`config.mk`:
```
export PLATFORM = sky130hd
export DESIGN_NAME = cam_dvp_tx
export DESIGN_NICKNAME = d
export VERILOG_FILES = /design/src/rtl/cam_dvp_pkg.sv /design/src/rtl/dvp_pattern_gen.sv /design/src/rtl/cam_dvp_tx.sv
export SDC_FILE = /design/constraint.sdc
export NUM_CORES = 1
export LEC_CHECK = 0
export ABC_CLOCK_PERIOD_IN_PS = 5200
export CORE_ASPECT_RATIO = 0.6
export CORE_UTILIZATION = 30
export CTS_CLUSTER_SIZE = 25
export DETAILED_ROUTE_END_ITERATION = 8
export PLACE_DENSITY = 0.6
export SKIP_LAST_GASP = 1
export SLEW_MARGIN = 20
export SYNTH_ARGS = -nofsm -noshare
export SYNTH_HDL_FRONTEND = slang
export SYNTH_SLANG_ARGS = --single-unit
```
`constraint.sdc`:
```
create_clock -name clk -period 5.2 [get_ports clk]
set_clock_uncertainty 0.1 [all_clocks]
set_input_delay 1.04 -clock clk [delete_from_list [all_inputs] [get_ports clk]]
set_output_delay 1.04 -clock clk [all_outputs]
set_load 0.02 [all_outputs]
```
`src/rtl/cam_dvp_pkg.sv`:
```
// Shared types for the DVP camera transmitter:
// pattern select, frame FSM states, bar colours.
package cam_dvp_pkg;

  typedef enum logic [1:0] {
    PAT_BARS  = 2'd0,
    PAT_RAMP  = 2'd1,
    PAT_CHECK = 2'd2,
    PAT_EXT   = 2'd3
  } pattern_t;

  typedef enum logic [2:0] {
    ST_IDLE,
    ST_VSYNC,
    ST_VBACK,
    ST_ACTIVE,
    ST_VFRONT
  } state_t;

  function automatic int max_int(input int a, input int b);
    return (a > b) ? a : b;
  endfunction

  function automatic logic [15:0] bar_colour(input logic [2:0] idx);
    logic [15:0] c;
    unique case (idx)
      3'd0: c = 16'hFFFF;
      3'd1: c = 16'hFFE0;
      3'd2: c = 16'h07FF;
      3'd3: c = 16'h07E0;
      3'd4: c = 16'hF81F;
      3'd5: c = 16'hF800;
      3'd6: c = 16'h001F;
      3'd7: c = 16'h0000;
    endcase
    return c;
  endfunction

endpackage

```
`src/rtl/dvp_pattern_gen.sv`:
```
// Combinational RGB565 pixel source: colour bars,
// horizontal ramp, 32x32 checker or external pixel.
module dvp_pattern_gen
  import cam_dvp_pkg::*;
#(
  parameter int H_ACTIVE = 640
) (
  input  logic [12:0] x,
  input  logic        y_tile,
  input  pattern_t    pattern,
  input  logic [15:0] px_data,
  output logic [15:0] pix
);

  localparam int BAR_W = H_ACTIVE / 8;

  always_comb begin
    pix = 16'h0000;
    unique case (pattern)
      PAT_BARS:  pix = bar_colour(3'(x / 13'(BAR_W)));
      PAT_RAMP:  pix = 16'(x);
      PAT_CHECK: pix = (x[5] ^ y_tile) ? 16'hFFFF : 16'h0000;
      PAT_EXT:   pix = px_data;
    endcase
  end

endmodule

```
`src/rtl/cam_dvp_tx.sv`:
```
// OV7670-style DVP transmitter: VSYNC/HREF timing and
// one RGB565 byte per clk, high byte first.
module cam_dvp_tx
  import cam_dvp_pkg::*;
#(
  parameter int H_ACTIVE = 640,
  parameter int V_ACTIVE = 480,
  parameter int H_BLANK  = 288,
  parameter int VS_LINES = 3,
  parameter int V_BACK   = 17,
  parameter int V_FRONT  = 10
) (
  input  logic        clk,
  input  logic        reset,
  input  logic        enable,
  input  logic [1:0]  pattern,
  input  logic [15:0] px_data,
  output logic        px_rd,
  output logic [12:0] px_addr,
  output logic        vsync,
  output logic        href,
  output logic [7:0]  data,
  output logic        frame_done,
  output logic [15:0] frame_cnt,
  output logic        busy
);

  localparam int L    = 2 * H_ACTIVE + H_BLANK;
  localparam int HW   = (L > 1) ? $clog2(L) : 1;
  localparam int VMAX = max_int(max_int(VS_LINES, V_BACK),
                                max_int(V_ACTIVE, V_FRONT));
  localparam int VW   = (VMAX > 1) ? $clog2(VMAX) : 1;

  localparam logic [HW-1:0] H_LAST  = HW'(L - 1);
  localparam logic [HW:0]   H_BYTES = (HW + 1)'(2 * H_ACTIVE);

  state_t        state, nxt_state;
  logic [HW-1:0] h, nxt_h;
  logic [VW-1:0] v, nxt_v;
  pattern_t      pat_q, pat_n;
  logic          frame_start;
  logic [15:0]   ext_pix, pix;
  logic          nxt_href, nxt_done, nxt_rd, pre_rd;
  logic          y_tile;

  function automatic logic [VW-1:0] last_line(input state_t s);
    logic [VW-1:0] r;
    unique case (s)
      ST_VSYNC:  r = VW'(VS_LINES - 1);
      ST_VBACK:  r = VW'(V_BACK - 1);
      ST_ACTIVE: r = VW'(V_ACTIVE - 1);
      ST_VFRONT: r = VW'(V_FRONT - 1);
      default:   r = '0;
    endcase
    return r;
  endfunction

  function automatic state_t first_stage();
    if (VS_LINES > 0) return ST_VSYNC;
    if (V_BACK > 0) return ST_VBACK;
    return ST_ACTIVE;
  endfunction

  always_comb begin
    nxt_state   = state;
    nxt_h       = h;
    nxt_v       = v;
    frame_start = 1'b0;
    if (state == ST_IDLE) begin
      if (enable) begin
        nxt_state   = first_stage();
        nxt_h       = '0;
        nxt_v       = '0;
        frame_start = 1'b1;
      end
    end else if (h != H_LAST) begin
      nxt_h = h + 1'b1;
    end else begin
      nxt_h = '0;
      nxt_v = v + 1'b1;
      if (v == last_line(state)) begin
        nxt_v = '0;
        unique case (1'b1)
          state == ST_VSYNC:
            nxt_state = (V_BACK > 0) ? ST_VBACK : ST_ACTIVE;
          state == ST_VBACK:
            nxt_state = ST_ACTIVE;
          state == ST_ACTIVE && V_FRONT > 0:
            nxt_state = ST_VFRONT;
          default: begin
            nxt_state   = enable ? first_stage() : ST_IDLE;
            frame_start = enable;
          end
        endcase
      end
    end
  end

  assign pat_n  = frame_start ? pattern_t'(pattern) : pat_q;
  assign y_tile = |(16'(nxt_v) & 16'h0020);

  // Outputs are registered from the next-cycle position,
  // so each output describes the cycle that follows.
  always_comb begin
    nxt_href = (nxt_state == ST_ACTIVE) && ({1'b0, nxt_h} < H_BYTES);
    nxt_done = (nxt_h == H_LAST) && (
      (nxt_state == ST_VFRONT && nxt_v == last_line(ST_VFRONT)) ||
      (nxt_state == ST_ACTIVE && V_FRONT == 0 &&
       nxt_v == last_line(ST_ACTIVE)));
    pre_rd = (nxt_h == H_LAST) && (
      (nxt_state == ST_ACTIVE && nxt_v != last_line(ST_ACTIVE)) ||
      (nxt_state == ST_VBACK && nxt_v == last_line(ST_VBACK)) ||
      (nxt_state == ST_VSYNC && V_BACK == 0 &&
       nxt_v == last_line(ST_VSYNC)));
    nxt_rd = 1'b0;
    if (pat_n == PAT_EXT) begin
      nxt_rd = pre_rd ||
        (nxt_state == ST_ACTIVE && nxt_h[0] &&
         ({1'b0, nxt_h} + 1'b1 < H_BYTES));
    end
  end

  dvp_pattern_gen #(
    .H_ACTIVE (H_ACTIVE)
  ) u_gen (
    .x       (13'(nxt_h >> 1)),
    .y_tile  (y_tile),
    .pattern (pat_n),
    .px_data (px_rd ? px_data : ext_pix),
    .pix     (pix)
  );

  always_ff @(posedge clk) begin
    if (reset) begin
      state      <= ST_IDLE;
      h          <= '0;
      v          <= '0;
      pat_q      <= PAT_BARS;
      ext_pix    <= 16'h0000;
      px_rd      <= 1'b0;
      px_addr    <= 13'd0;
      vsync      <= 1'b0;
      href       <= 1'b0;
      data       <= 8'h00;
      frame_done <= 1'b0;
      frame_cnt  <= 16'h0000;
      busy       <= 1'b0;
    end else begin
      state <= nxt_state;
      h     <= nxt_h;
      v     <= nxt_v;
      pat_q <= pat_n;
      if (px_rd) ext_pix <= px_data;
      px_rd <= nxt_rd;
      if (!nxt_rd)
        px_addr <= 13'd0;
      else if (nxt_h == H_LAST)
        px_addr <= 13'd0;
      else
        px_addr <= 13'((nxt_h + 1'b1) >> 1);
      vsync <= (nxt_state == ST_VSYNC);
      href  <= nxt_href;
      if (!nxt_href)
        data <= 8'h00;
      else
        data <= nxt_h[0] ? pix[7:0] : pix[15:8];
      frame_done <= nxt_done;
      if (nxt_done) frame_cnt <= frame_cnt + 1'b1;
      busy <= (nxt_state != ST_IDLE);
    end
  end

endmodule
```
Word level (Yosys, flattened, before mapping)
Memories as Yosys holds them, arrays and structs flattened.
Index checks and enable logic that the tools add are counted.
- bits in registers: 83
- memory bits (read-only): 128
- output and inout port bits: 42
- memories kept: 1
- memories (name ; words ; width ; read ports ; clocked after memory_dff ; wr ports ; RTL line ; source):
    (no name shown) ; 8 ; 16 ; 1 ; 0 ; 0 ; cam_dvp_pkg.sv:26 ; unique case (idx)
- add/sub/neg operators: 5
- divide/modulo/power cells: 1
- $lt $le $gt $ge: 2
- eq/ne operators: 17
- multiplexer cells: 27
- bitwise gates (word level): 3
- reduce and logical (&&, ||, !) cells: 17
- operators by type and width (kind ; count):
    16-bit case mux with 4 select lines ; 1
    9-bit 2-to-1 mux ; 6
    9-bit case mux with 4 select lines ; 1
    11-bit 2-to-1 mux ; 3
    16-bit 2-to-1 mux ; 2
    11-bit by 1-bit adder with 12-bit output, second input constant ; 2
    16-bit by 1-bit adder with 16-bit output, second input constant ; 1
    10-bit by 7-bit divider with 13-bit output, second input constant ; 1
    3-bit by 2-bit == test with 1-bit output, second input constant ; 4
    12-bit by 11-bit less-than comparator with 1-bit output, second input constant ; 1
    3-bit 2-to-1 mux ; 4
    11-bit by 1-bit adder with 11-bit output, second input constant ; 1
    11-bit == test, second input constant ; 1
    11-bit less-than comparator, second input constant ; 1
    11-bit inequality test, second input constant ; 1
    9-bit by 1-bit adder with 9-bit output, second input constant ; 1
    9-bit by 4-bit == test with 1-bit output, second input constant ; 1
    9-bit by 5-bit == test with 1-bit output, second input constant ; 1
    9-bit == test ; 1
    9-bit inequality test, second input constant ; 1
    3-bit case mux with 3 select lines ; 1
    1-bit logical AND ; 8
    8-bit 2-to-1 mux ; 1
    1-bit 2-to-1 mux ; 7
    other kinds (13) ; 20

Longest topological paths before layout
Gate-level depths: netlist of run 1.
- word-level depth: 16
- mapped depth: 15

By module
Synthesis of run 1 repeated with hierarchy kept, for this count alone.
- cell total of the unflattened synthesis: 626
- area total of the unflattened synthesis: 5196.2 sq um
- modules (own cells, without submodules) (module ; times used ; cells each ; area each (sq um)):
    cam_dvp_tx ; 1 ; 492 ; 4234.1
    dvp_pattern_gen ; 1 ; 134 ; 962.2

Least setup slack after synthesis of run 1
No wires, ideal clock.
- kind: input -> register
- start: input enable
- end: register frame_cnt[6]
- library setup time: 0.071 ns
- arrival: 4.273 ns
- required time: 5.029 ns
- slack: 0.756 ns
- stages on the path: 12
- path through: nor4_2 and2_1 nor2_1 inv_1 ha_1 or4b_4 a2111oi_2 nand4_1 or4_4 buf_6 or4_1 a21oi_1
- RTL lines (element ; RTL line ; source):
    start: declaration ; cam_dvp_tx.sv:15 ; input logic enable,
    11-bit 2-to-1 mux ; cam_dvp_tx.sv:70 ; if (enable) begin
    11-bit 2-to-1 mux ; cam_dvp_tx.sv:69 ; if (state == ST_IDLE) begin
    named net nxt_h[0] ; cam_dvp_tx.sv:38 ; logic [HW-1:0] h, nxt_h;
    11-bit == test ; cam_dvp_tx.sv:106 ; nxt_done = (nxt_h == H_LAST) && (
    1-bit logical AND ; cam_dvp_tx.sv:106 ;
    end signal: assignment ; cam_dvp_tx.sv:168 ; if (nxt_done) frame_cnt <= frame_cnt + 1'b1;
    end: declaration ; cam_dvp_tx.sv:24 ; output logic [15:0] frame_cnt,
The timed path passes the listed nets, and every way through them passes these cells.
A chain may end at the register's enable or synchronous reset.

Final worst setup path of run 1
- start: input enable
- end: register frame_cnt[14]
- cells in the longest elaborated chain, start to end: 8
- ends and longest elaborated chain (element ; RTL line ; source):
    1-bit 2-to-1 mux ; cam_dvp_tx.sv:91 ; nxt_state = enable ? first_stage() : ST_IDLE;
    3-bit case mux with 3 select lines ; cam_dvp_tx.sv:83 ; unique case (1'b1)
    3-bit 2-to-1 mux ; cam_dvp_tx.sv:81 ; if (v == last_line(state)) begin
    3-bit 2-to-1 mux ; cam_dvp_tx.sv:76 ; end else if (h != H_LAST) begin
    3-bit 2-to-1 mux ; cam_dvp_tx.sv:69 ;
    3-bit == test ; cam_dvp_tx.sv:107 ; (nxt_state == ST_VFRONT && nxt_v == last_line(ST_VFRONT)) ||
    1-bit logical AND ; cam_dvp_tx.sv:107 ;
    1-bit logical AND (*) ; cam_dvp_tx.sv:106 ;
Mark *: on every way between the ends. The rest lies on a longest branch, timed or not.

==> results of run 1 <==
==> cell usage in the layout, fill, tap and decap left out, types with 4 or more instances in the layout <==
cell type	Yosys	routed
dfxtp_1	81	81
o31ai_1	13	13
xor2_1	5	5
or2_2	6	6
nor3_1	14	14
a21oi_1	32	32
nor2b_1	9	9
a221oi_1	4	4
nor4_1	5	5
and3_1	8	8
a211oi_1	6	6
nor2_1	85	85
o221ai_1	4	4
xnor2_1	8	8
or3_1	13	13
buf_4	2	18
o211ai_1	7	7
ha_1	4	4
inv_1	11	11
clkdlybuf4s50_1	0	59
or4_1	13	13
nand3_1	29	29
o21ai_0	23	23
mux2i_1	22	22
a22oi_1	4	4
nand4_1	16	16
a31oi_1	5	5
mux2_2	4	4
nand2_1	36	36
clkbuf_16	0	9
==> flip-flops by register name (all words and copies together), names as in the netlist <==
register and flops:
ext_pix 16, frame_done 1, state 3, data 8
v 9, busy 1, href 1, frame_cnt 16
px_rd 1, h 11, px_addr 11, vsync 1
pat_q 2
==> power groups by stage <==
stage	Combinational, mW	Clock (mW)	Sequential [mW]
global placement	0.107	0	0.640
floorplan	0.0584	0	0.643
finish	0.111	0.657	0.627
detailed placement	0.108	0	0.641
CTS	0.109	0.671	0.626
global route	0.118	0.696	0.627
==> worst max path at each step <==
stage                                             to  slack (ps)  cells past startpoint
after floorplan            frame_cnt[6]$_SDFFE_PP0P_         760                     12
after global placement    frame_cnt[14]$_SDFFE_PP0P_         250                      9
after detailed placement   frame_cnt[9]$_SDFFE_PP0P_         180                      9
after CTS                  frame_cnt[9]$_SDFFE_PP0P_         530                      9
after global routing      frame_cnt[14]$_SDFFE_PP0P_         350                     12
final                     frame_cnt[14]$_SDFFE_PP0P_         510                      9
==> cells in the mapped netlist (3+ instances only) <==
master     count  area share
a2111oi_0      3      0.0057
a211o_1        3      0.0057
a211oi_1       6      0.0098
a21oi_1       32       0.035
a221oi_1       4      0.0077
a22oi_1        4      0.0066
a311oi_1       3      0.0057
a31oi_1        5      0.0068
and2_1         3      0.0041
and3_1         8       0.011
and4_1         3      0.0057
buf_2          4      0.0044
clkbuf_1      25       0.021
dfxtp_1       81        0.35
ha_1           4       0.011
inv_1         11      0.0090
mux2_2         4      0.0098
mux2i_1       22       0.048
nand2_1       36       0.030
nand3_1       29       0.032
nand4_1       16       0.022
nor2_1        85       0.070
nor2b_1        9       0.012
nor3_1        14       0.015
nor4_1         5      0.0068
o2111ai_1      3      0.0057
o211ai_1       7       0.011
o21ai_0       23       0.025
o221ai_1       4      0.0077
o22ai_1        3      0.0041
o31ai_1       13       0.021
or2_2          6      0.0082
or3_1         13       0.018
or4_1         13       0.021
xnor2_1        8       0.015
xor2_1         5      0.0096
==> cell type report <==
class / instances / share of cell area
Multi-Input combinational cell: 442 / 0.484
Inverter: 11 / 0.00723
Sequential cell: 81 / 0.284
Clock buffer: 11 / 0.0425
Tap cell: 198 / 0.0434
Clock inverter: 5 / 0.0107
Timing Repair Buffer: 78 / 0.128
==> through the flow <==
stage,hold slack [ps],util,instance area (um^2)
3_5_place_dp,382,0.368,5400
4_1_cts,399,0.389,5710
2_1_floorplan,352,-,4580
5_1_grt,427,0.389,5710
3_3_place_gp,368,0.368,5400
6_report,394,0.389,5710
==> worst max-delay path, cell delays in order <==
cell             delay (ps)
clkdlybuf4s50_1         480
or4_4                   600
o221a_4                 320
or4b_4                  560
a2111oi_2               370
nand4_1                 150
or4_4                   610
or4_1                   560
a21oi_1                 160
==> routing by layer <==
| layer | global-route usage | up-vias | wire, um |
|---|---|---|---|
| met1 | 0.291 | 2281 | 7410 |
| met5 | 0 | - | 0 |
| met4 | 0.0493 | 0 | 210 |
| met3 | 0.0491 | 21 | 1170 |
| met2 | 0.253 | 215 | 5760 |
| li1 | - | 2236 | - |
==> kinds of logic (layout without fill, tap and decap cells) <==
kind of cell,count (synthesis),after routing,share of synthesized area
AOI/OAI and AO/OA,138,138,0.215
xor gates and xnor gates,13,13,0.0249
adders and majority gates,5,5,0.0131
buffers and inverters,46,105,0.0437
DFF,81,81,0.354
muxes,26,26,0.0580
other,1,3,0.000819
and+or+nand+nor,257,257,0.290
==> run_results.csv, run 1 <==
group,metric,value,unit
global_route,grt_first_pass_wirelength,23.4,mm
power,p_clk_frac,0.471,
critical_path,reg2reg_depth,12,
critical_path,startpoint_type,"input pin",
floorplanning,fp.dieArea,15800,um^2
flow_run,drv_cap,0,
clocking,cts_root_buf,"clkbuf_16",
finish,multi_input_area,2760,um^2
timing,rsz0062_at_grt,"no",
placed_design,globalplace.congestion,0.889,
detailed_routing,ant_nets,0,
global_route,grt_max_degree,60,
power,seqPwrFrac,0.449,
global_route,antenna_found_initial,0,
finish,final_cells,826,
floorplanning,dieHeight,97.7,um
worst_hold_path,hp-start,"ext_pix[7]$_SDFF_PP0_",
clocking,clk_pin_slew,60,ps
timing,fin_crit,4690,ps
critical_path,crit_fanout,30,
finish,layout.nets,648,
power,power_density,244,nW/um^2
placed_design,io_buffers,60,
timing,hold_viol_final,0,
critical_path,arrival,4870,ps
worst_hold_path,whs_endpoint,"ext_pix[7]$_SDFF_PP0_",
detailed_routing,drt_pass1_iterations,5,
detailed_routing,drc,0,
floorplanning,core_area,14700,um^2
detailed_routing,vias,4753,
clocking,cts_resized,0,
clocking,clockBufferDepth,2,
power,p_comb_frac,0.080,
critical_path,r2r_start,"h[0]$_SDFF_PP0_",
finish,fillers,1503,
synth,ys_seq_area_frac,0.354,
timing,slew_headroom,0.370,
clocking,htreeDepth,3,
timing,final.setup.worst_slack,506,ps
critical_path,critPathCaptureType,"register",
synth,synth_cell_types,73,
finish,drive_gt1_frac,0.0924,
finish,final-seq-area,1620,um^2
clocking,cts.sinks,81,
timing,fmax,213,MHz
timing,min_period_over_period,0.903,
synth,synth_edf_count,0,
power,p_leak,1.92,nW
worst_hold_path,hold_path_class,"reg -> reg",
floorplanning,io-pin-count,63,
critical_path,crit_type,"in -> reg",
power,swShare,0.244,
floorplanning,start_util,0.312,
placed_design,dpl.hpwl,10.7,mm
clocking,holdBufCountCts,0,
run_status,status,"completed",
synth,async_flop_share,0,
synth,yosys_register_bits,81,
global_route,grt_util_all_layers,0.189,
power,power,1.39,mW
timing,tightest_slew,944,ps
detailed_routing,via_per_inst,5.75,
worst_hold_path,min_path_cells,2,
power,internal-power,1.05,mW
global_route,gr-total-overflow,0,
placed_design,dp.cells,810,
clocking,cts_made_buffers,9,
finish,diodes,0,
timing,setup_viol_count_final,0,
detailed_routing,first_iter_violations,486,
critical_path,r2r_setup_slack,680,ps
floorplanning,rows,34,
synth,synth_cells,567,
detailed_routing,routed_wirelength,14.6,mm
power,p_sw,0.340,mW
synth,syn_area,4580,um^2
synth,avgSynthCellArea,8.07,um^2
placed_design,dp_worst_setup_slack,182,ps
critical_path,r2r-end,"frame_cnt[14]$_SDFFE_PP0P_",
timing,slew_violations,0,
clocking,tritoncts,"done",
power,vdd_drop_max,0.000148,V
finish,area_growth,24.7,%
synth,synth_ff_type,"dfxtp_1",
detailed_routing,wire_per_inst,17.6,um
timing,finalSetupTns,0,ps
clocking,postCtsSetupBuffers,0,
critical_path,worstPathRequired,5370,ps
critical_path,startpoint,"enable",
global_route,grt_pass1_vias,4372,
synth,synth_warnings,0,
floorplanning,die_w,161,um
clocking,clock_latency,340,ps
Power figures use the tool's default switching activity.
==> inputs of run 2 (changes only) <==
--- a/config.mk
+++ b/config.mk
@@ -10,7 +10,7 @@
 export CORE_UTILIZATION = 30
 export CTS_CLUSTER_SIZE = 25
 export DETAILED_ROUTE_END_ITERATION = 8
-export PLACE_DENSITY = 0.6
+export PLACE_DENSITY_LB_ADDON = 0.25
 export SKIP_LAST_GASP = 1
 export SLEW_MARGIN = 20
 export SYNTH_ARGS = -nofsm -noshare
==> run 2 against run 1 <==
- fmax shrank 1.5%
- cell count rose by 0.24%
- non-clock buffer count is 2 higher
- routed wire length about the same
- critical endpoint is now frame_cnt[5]$_SDFFE_PP0P_
- largest power group is now registers
- highest routed layer unchanged
==> run_results.csv, run 2 (synthesized netlist as in run 1, its figures left out) <==
group,metric,value,unit
clocking,cts.sinks,81,
finish,layout.nets,650,
global_route,gr-total-overflow,0,
timing,fmax,210,MHz
detailed_routing,routed_wirelength,14.6,mm
floorplanning,start_util,0.312,
power,vdd_drop_max,0.000132,V
worst_hold_path,hold_path_class,"reg -> reg",
detailed_routing,drc,0,
critical_path,r2r-end,"frame_cnt[5]$_SDFFE_PP0P_",
finish,mostFrequentLayoutCells,"nor2_1, dfxtp_1, clkdlybuf4s50_1, nand2_1, a21oi_1",
finish,top_regs,"ext_pix x16, frame_cnt x16",
placed_design,dpl.hpwl,10.8,mm
flow_run,drv_cap,0,
timing,setup_viol_count_final,0,
timing,hold_viol_final,0,
timing,slew_headroom,0.469,
critical_path,worstPathRequired,5370,ps
detailed_routing,via_per_inst,5.71,
floorplanning,die_w,161,um
timing,tightest_slew,791,ps
global_route,busiest_layer,"met1",
clocking,postCtsSetupBuffers,0,
timing,min_period_over_period,0.917,
detailed_routing,wire_per_inst,17.6,um
critical_path,r2r_setup_slack,490,ps
placed_design,io_buffers,60,
finish,diodes,0,
floorplanning,fp.dieArea,15800,um^2
timing,finalSetupTns,0,ps
clocking,clk_pin_slew,60,ps
detailed_routing,ant_nets,0,
timing,holdWs,379,ps
floorplanning,rows,34,
timing,slew_violations,0,
timing,final.setup.worst_slack,434,ps
finish,area_growth,24.4,%
floorplanning,core_area,14700,um^2
critical_path,startpoint_type,"input pin",
critical_path,arrival,4930,ps
global_route,grt.met3_usage,0.0632,
placed_design,dp.cells,812,
clocking,htreeDepth,3,
global_route,met1_usage,0.278,
clocking,cts_root_buf,"clkbuf_16",
timing,fin_crit,4770,ps
clocking,cts_resized,0,
power,p_leak,1.91,nW
global_route,use_met2,0.253,
global_route,antenna_found_initial,0,
detailed_routing,first_iter_violations,492,
timing,rsz0062_at_grt,"no",
finish,drive_gt1_frac,0.0937,
critical_path,r2r_start,"h[0]$_SDFF_PP0_",
run_status,status,"completed",
critical_path,crit_fanout,30,
global_route,grt_max_degree,58,
placed_design,globalplace.congestion,0.909,
detailed_routing,vias,4725,
global_route,grt_first_pass_wirelength,23.3,mm
finish,layout_commonest_cell,"nor2_1",
placed_design,dp_worst_setup_slack,99.9,ps
finish,final_cells,828,
clocking,clockBufferDepth,2,
critical_path,reg2reg_depth,12,
critical_path,crit_end,"frame_cnt[5]$_SDFFE_PP0P_",
floorplanning,dieHeight,97.7,um
power,power_density,235,nW/um^2
critical_path,critPathCaptureType,"register",
floorplanning,io-pin-count,63,
critical_path,startpoint,"enable",
detailed_routing,drt_pass1_iterations,6,
power,power,1.34,mW
clocking,cts_made_buffers,9,
global_route,grt_pass1_vias,4374,
clocking,tritoncts,"done",
global_route,grt_util_all_layers,0.190,
clocking,holdBufCountCts,0,
clocking,clock_latency,350,ps
critical_path,crit_type,"in -> reg",
-- run 2: cell types whose count changed in the layout (fill, tap and decap cells not counted) --
cell,before,now
clkinv_4,1,0
buf_4,18,20
clkbuf_1,1,2
clkbuf_8,1,0
bufinv_16,1,0
clkinvlp_4,0,3
clkinv_2,1,0
-- run 2: area by class of cell --
class | count | area [um^2]
fill | 1533 | 8980
multi-input combinational | 442 | 2760
sequential | 81 | 1620
timing repair buffer | 80 | 746
tap | 198 | 248
clock buffer | 11 | 233
inverter | 11 | 41.3
clock inverter | 5 | 40.0
-- run 2: through the flow --
stage | cell area (um^2) | util
2_1_floorplan | 4580 | -
3_3_place_gp | 5420 | 0.369
3_5_place_dp | 5420 | 0.369
4_1_cts | 5690 | 0.388
5_1_grt | 5690 | 0.388
6_report | 5690 | 0.388
-- run 2: critical path, stage by stage --
cell and delay (ps):
clkdlybuf4s50_1 480, or4_4 600, o221a_4 320, or4b_4 560
a2111oi_2 400, nand4_1 170, or4_4 620, or4_1 560
a21oi_1 160
-- run 2: power breakdown --
group	switching (mW)	internal (mW)
Clock	0.271	0.327
Sequential	0.00265	0.624
Combinational	0.0691	0.0414
Total	0.343	0.993
-- run 2: worst min path at each step --
stage                                     from  cells after the start                          to
detailed placement  frame_cnt[15]$_SDFFE_PP0P_                      2  frame_cnt[15]$_SDFFE_PP0P_
global route        frame_cnt[15]$_SDFFE_PP0P_                      2  frame_cnt[15]$_SDFFE_PP0P_
finish              frame_cnt[15]$_SDFFE_PP0P_                      2  frame_cnt[15]$_SDFFE_PP0P_
CTS                 frame_cnt[15]$_SDFFE_PP0P_                      2  frame_cnt[15]$_SDFFE_PP0P_
global placement    frame_cnt[15]$_SDFFE_PP0P_                      2  frame_cnt[15]$_SDFFE_PP0P_
floorplan                ext_pix[1]$_SDFF_PP0_                      2       ext_pix[1]$_SDFF_PP0_
-- run 2: routing by layer --
layer,wire length (um),part of all wire
met3,1470,0.10
met4,218,0.015
met5,0,0
met2,5750,0.40
met1,7110,0.49
==> inputs of run 3 (changes only) <==
--- a/config.mk
+++ b/config.mk
@@ -6,7 +6,6 @@
 export NUM_CORES = 1
 export LEC_CHECK = 0
 export ABC_CLOCK_PERIOD_IN_PS = 5200
-export CORE_ASPECT_RATIO = 0.6
 export CORE_UTILIZATION = 30
 export CTS_CLUSTER_SIZE = 25
 export DETAILED_ROUTE_END_ITERATION = 8
==> run 3 against run 2 <==
- the flow now finishes with violations (design-rule violations)
- register-to-register slack improved by 120 ps
- sequential power about the same
- total power grew 4.4%
- fmax about the same
- design area grew 0.46%
- first-iteration DRC count fell by 15%
- core utilization grew 0.12 points
- cell count is 1.6% lower
- critical path depth unchanged
- via count fell by 2.2%
- global-route usage shrank 1.4 points
- critical path type unchanged
==> run_results.csv, run 3 (synthesized netlist as in run 1, its figures left out) <==
group,metric,value,unit
placed_design,io_buffers,60,
clocking,clockBufferDepth,2,
timing,slew_headroom,0.496,
global_route,grt_pass1_vias,4261,
finish,final_util,0.389,
power,p_clk_frac,0.474,
run_status,violations,"design-rule violations",
timing,hold_viol_final,0,
critical_path,slowest_delay,610,ps
floorplanning,dieHeight,126,um
power,swShare,0.228,
critical_path,r2r_start,"state[1]$_SDFF_PP0_",
floorplanning,start_util,0.311,
clocking,cts_resized,0,
critical_path,crit_fanout,30,
timing,fmax,210,MHz
critical_path,worstPathRequired,5370,ps
finish,top_regs,"ext_pix x16, frame_cnt x16",
power,seqPwrFrac,0.450,
critical_path,crit_slowest_cell,"or4_4",
detailed_routing,wire_per_inst,16.4,um
timing,holdWs,390,ps
critical_path,path_common_cell,"or4_4",
critical_path,cp_cell_sequence,"clkdlybuf4s50_1, or4_4, o221a_4, or4b_4, a2111oi_2, nand4_1, or4_4, or4_1, a21oi_1",
critical_path,cp_top_family,"simple AND/OR/NAND/NOR gates",
power,vdd_drop_max,0.000150,V
finish,diodes,0,
timing,slew_violations,0,
clocking,tritoncts,"done",
timing,min_period_over_period,0.916,
floorplanning,fp.dieArea,15800,um^2
floorplanning,core_area,14700,um^2
finish,mostFrequentLayoutCells,"nor2_1, dfxtp_1, clkdlybuf4s50_1, nand2_1, a21oi_1",
finish,drive_gt1_frac,0.0951,
clocking,holdBufCountCts,0,
clocking,cts_made_buffers,9,
timing,setup_viol_count_final,0,
finish,area_growth,24.9,%
placed_design,place_area,5410,um^2
placed_design,globalplace.congestion,0.857,
detailed_routing,vias,4619,
power,internal-power,1.08,mW
critical_path,arrival,4930,ps
critical_path,crit_type,"in -> reg",
clocking,htreeDepth,3,
detailed_routing,drc,5,
detailed_routing,first_iter_violations,416,
timing,fin_crit,4760,ps
clocking,cts_root_buf,"clkbuf_16",
critical_path,critPathCaptureType,"register",
worst_hold_path,hp-start,"ext_pix[1]$_SDFF_PP0_",
power,p_leak,1.94,nW
placed_design,dpl.hpwl,9.61,mm
finish,final_area,5720,um^2
detailed_routing,via_per_inst,5.67,
worst_hold_path,hold_path_class,"reg -> reg",
global_route,antenna_found_initial,0,
clocking,cts.sinks,81,
power,p_sw,0.317,mW
detailed_routing,ant_nets,0,
power,power,1.39,mW
global_route,grt_first_pass_wirelength,22.0,mm
critical_path,startpoint,"enable",
global_route,gr-total-overflow,0,
global_route,grt_util_all_layers,0.175,
timing,rsz0062_at_grt,"no",
power,power_density,244,nW/um^2
power,p_comb_frac,0.077,
flow_run,drv_cap,0,
critical_path,path_buf_inv,1,
detailed_routing,routed_wirelength,13.4,mm
floorplanning,io-pin-count,63,
detailed_routing,drt_pass1_iterations,7,
finish,fillers,1485,
timing,finalSetupTns,0,ps
clocking,clock_latency,340,ps
critical_path,startpoint_type,"input pin",
clocking,clk_pin_slew,60,ps
floorplanning,die_w,126,um
run_status,status,"finished, violations left",
global_route,grt_max_degree,62,
clocking,postCtsSetupBuffers,0,
finish,layout_commonest_cell,"nor2_1",
timing,tightest_slew,756,ps
floorplanning,rows,44,
finish,layout.nets,651,
[run 3: power by group through the flow]
stage          sequential (mW)  combinational (mW)  clock, mW
2_1_floorplan            0.643              0.0584          0
3_3_place_gp             0.640               0.104          0
3_5_place_dp             0.641               0.105          0
4_1_cts                  0.627               0.106      0.676
5_1_grt                  0.627               0.116      0.704
6_report                 0.627               0.107      0.661
[run 3: worst paths after layout]
| kind | end | slack (ps) | cells after the start |
|---|---|---|---|
| worst max-delay path | frame_cnt[5]$_SDFFE_PP0P_ | 440 | 9 |
| worst min-delay path | ext_pix[1]$_SDFF_PP0_ | 390 | 2 |
| worst max register to register | frame_cnt[5]$_SDFFE_PP0P_ | 610 | 12 |
| worst min register to register | ext_pix[1]$_SDFF_PP0_ | 390 | 2 |
[run 3: cell type report]
type	count	area, um^2	area share
multi-input cells	442	2760	0.483
well taps	184	230	0.0403
flip-flops and latches	81	1620	0.284
clock buffers	14	274	0.0479
repair buffers	81	753	0.132
inverters	11	41.3	0.00722
clock inverters	2	35.0	0.00613
[run 3: stage by stage]
step / setup WS [ps] / instances
floorplan: 756 / 569
global placement: 157 / 799
detailed placement: 112 / 799
CTS: 458 / 815
global route: 147 / 815
finish: 437 / 815
[run 3: worst min-delay path, delay by kind of cell (launching register included)]
family        cells  cell delay [ps]
flops             1              300
mux               1               70
simple gates      1               80
[run 3: metal layers]
layer  up-vias  global-route usage  share of wire
li1       2237                   -              -
met1      2191               0.233           0.47
met2       167               0.277           0.45
met3        24              0.0377          0.059
met4         0              0.0667          0.024
met5         -                   0              0
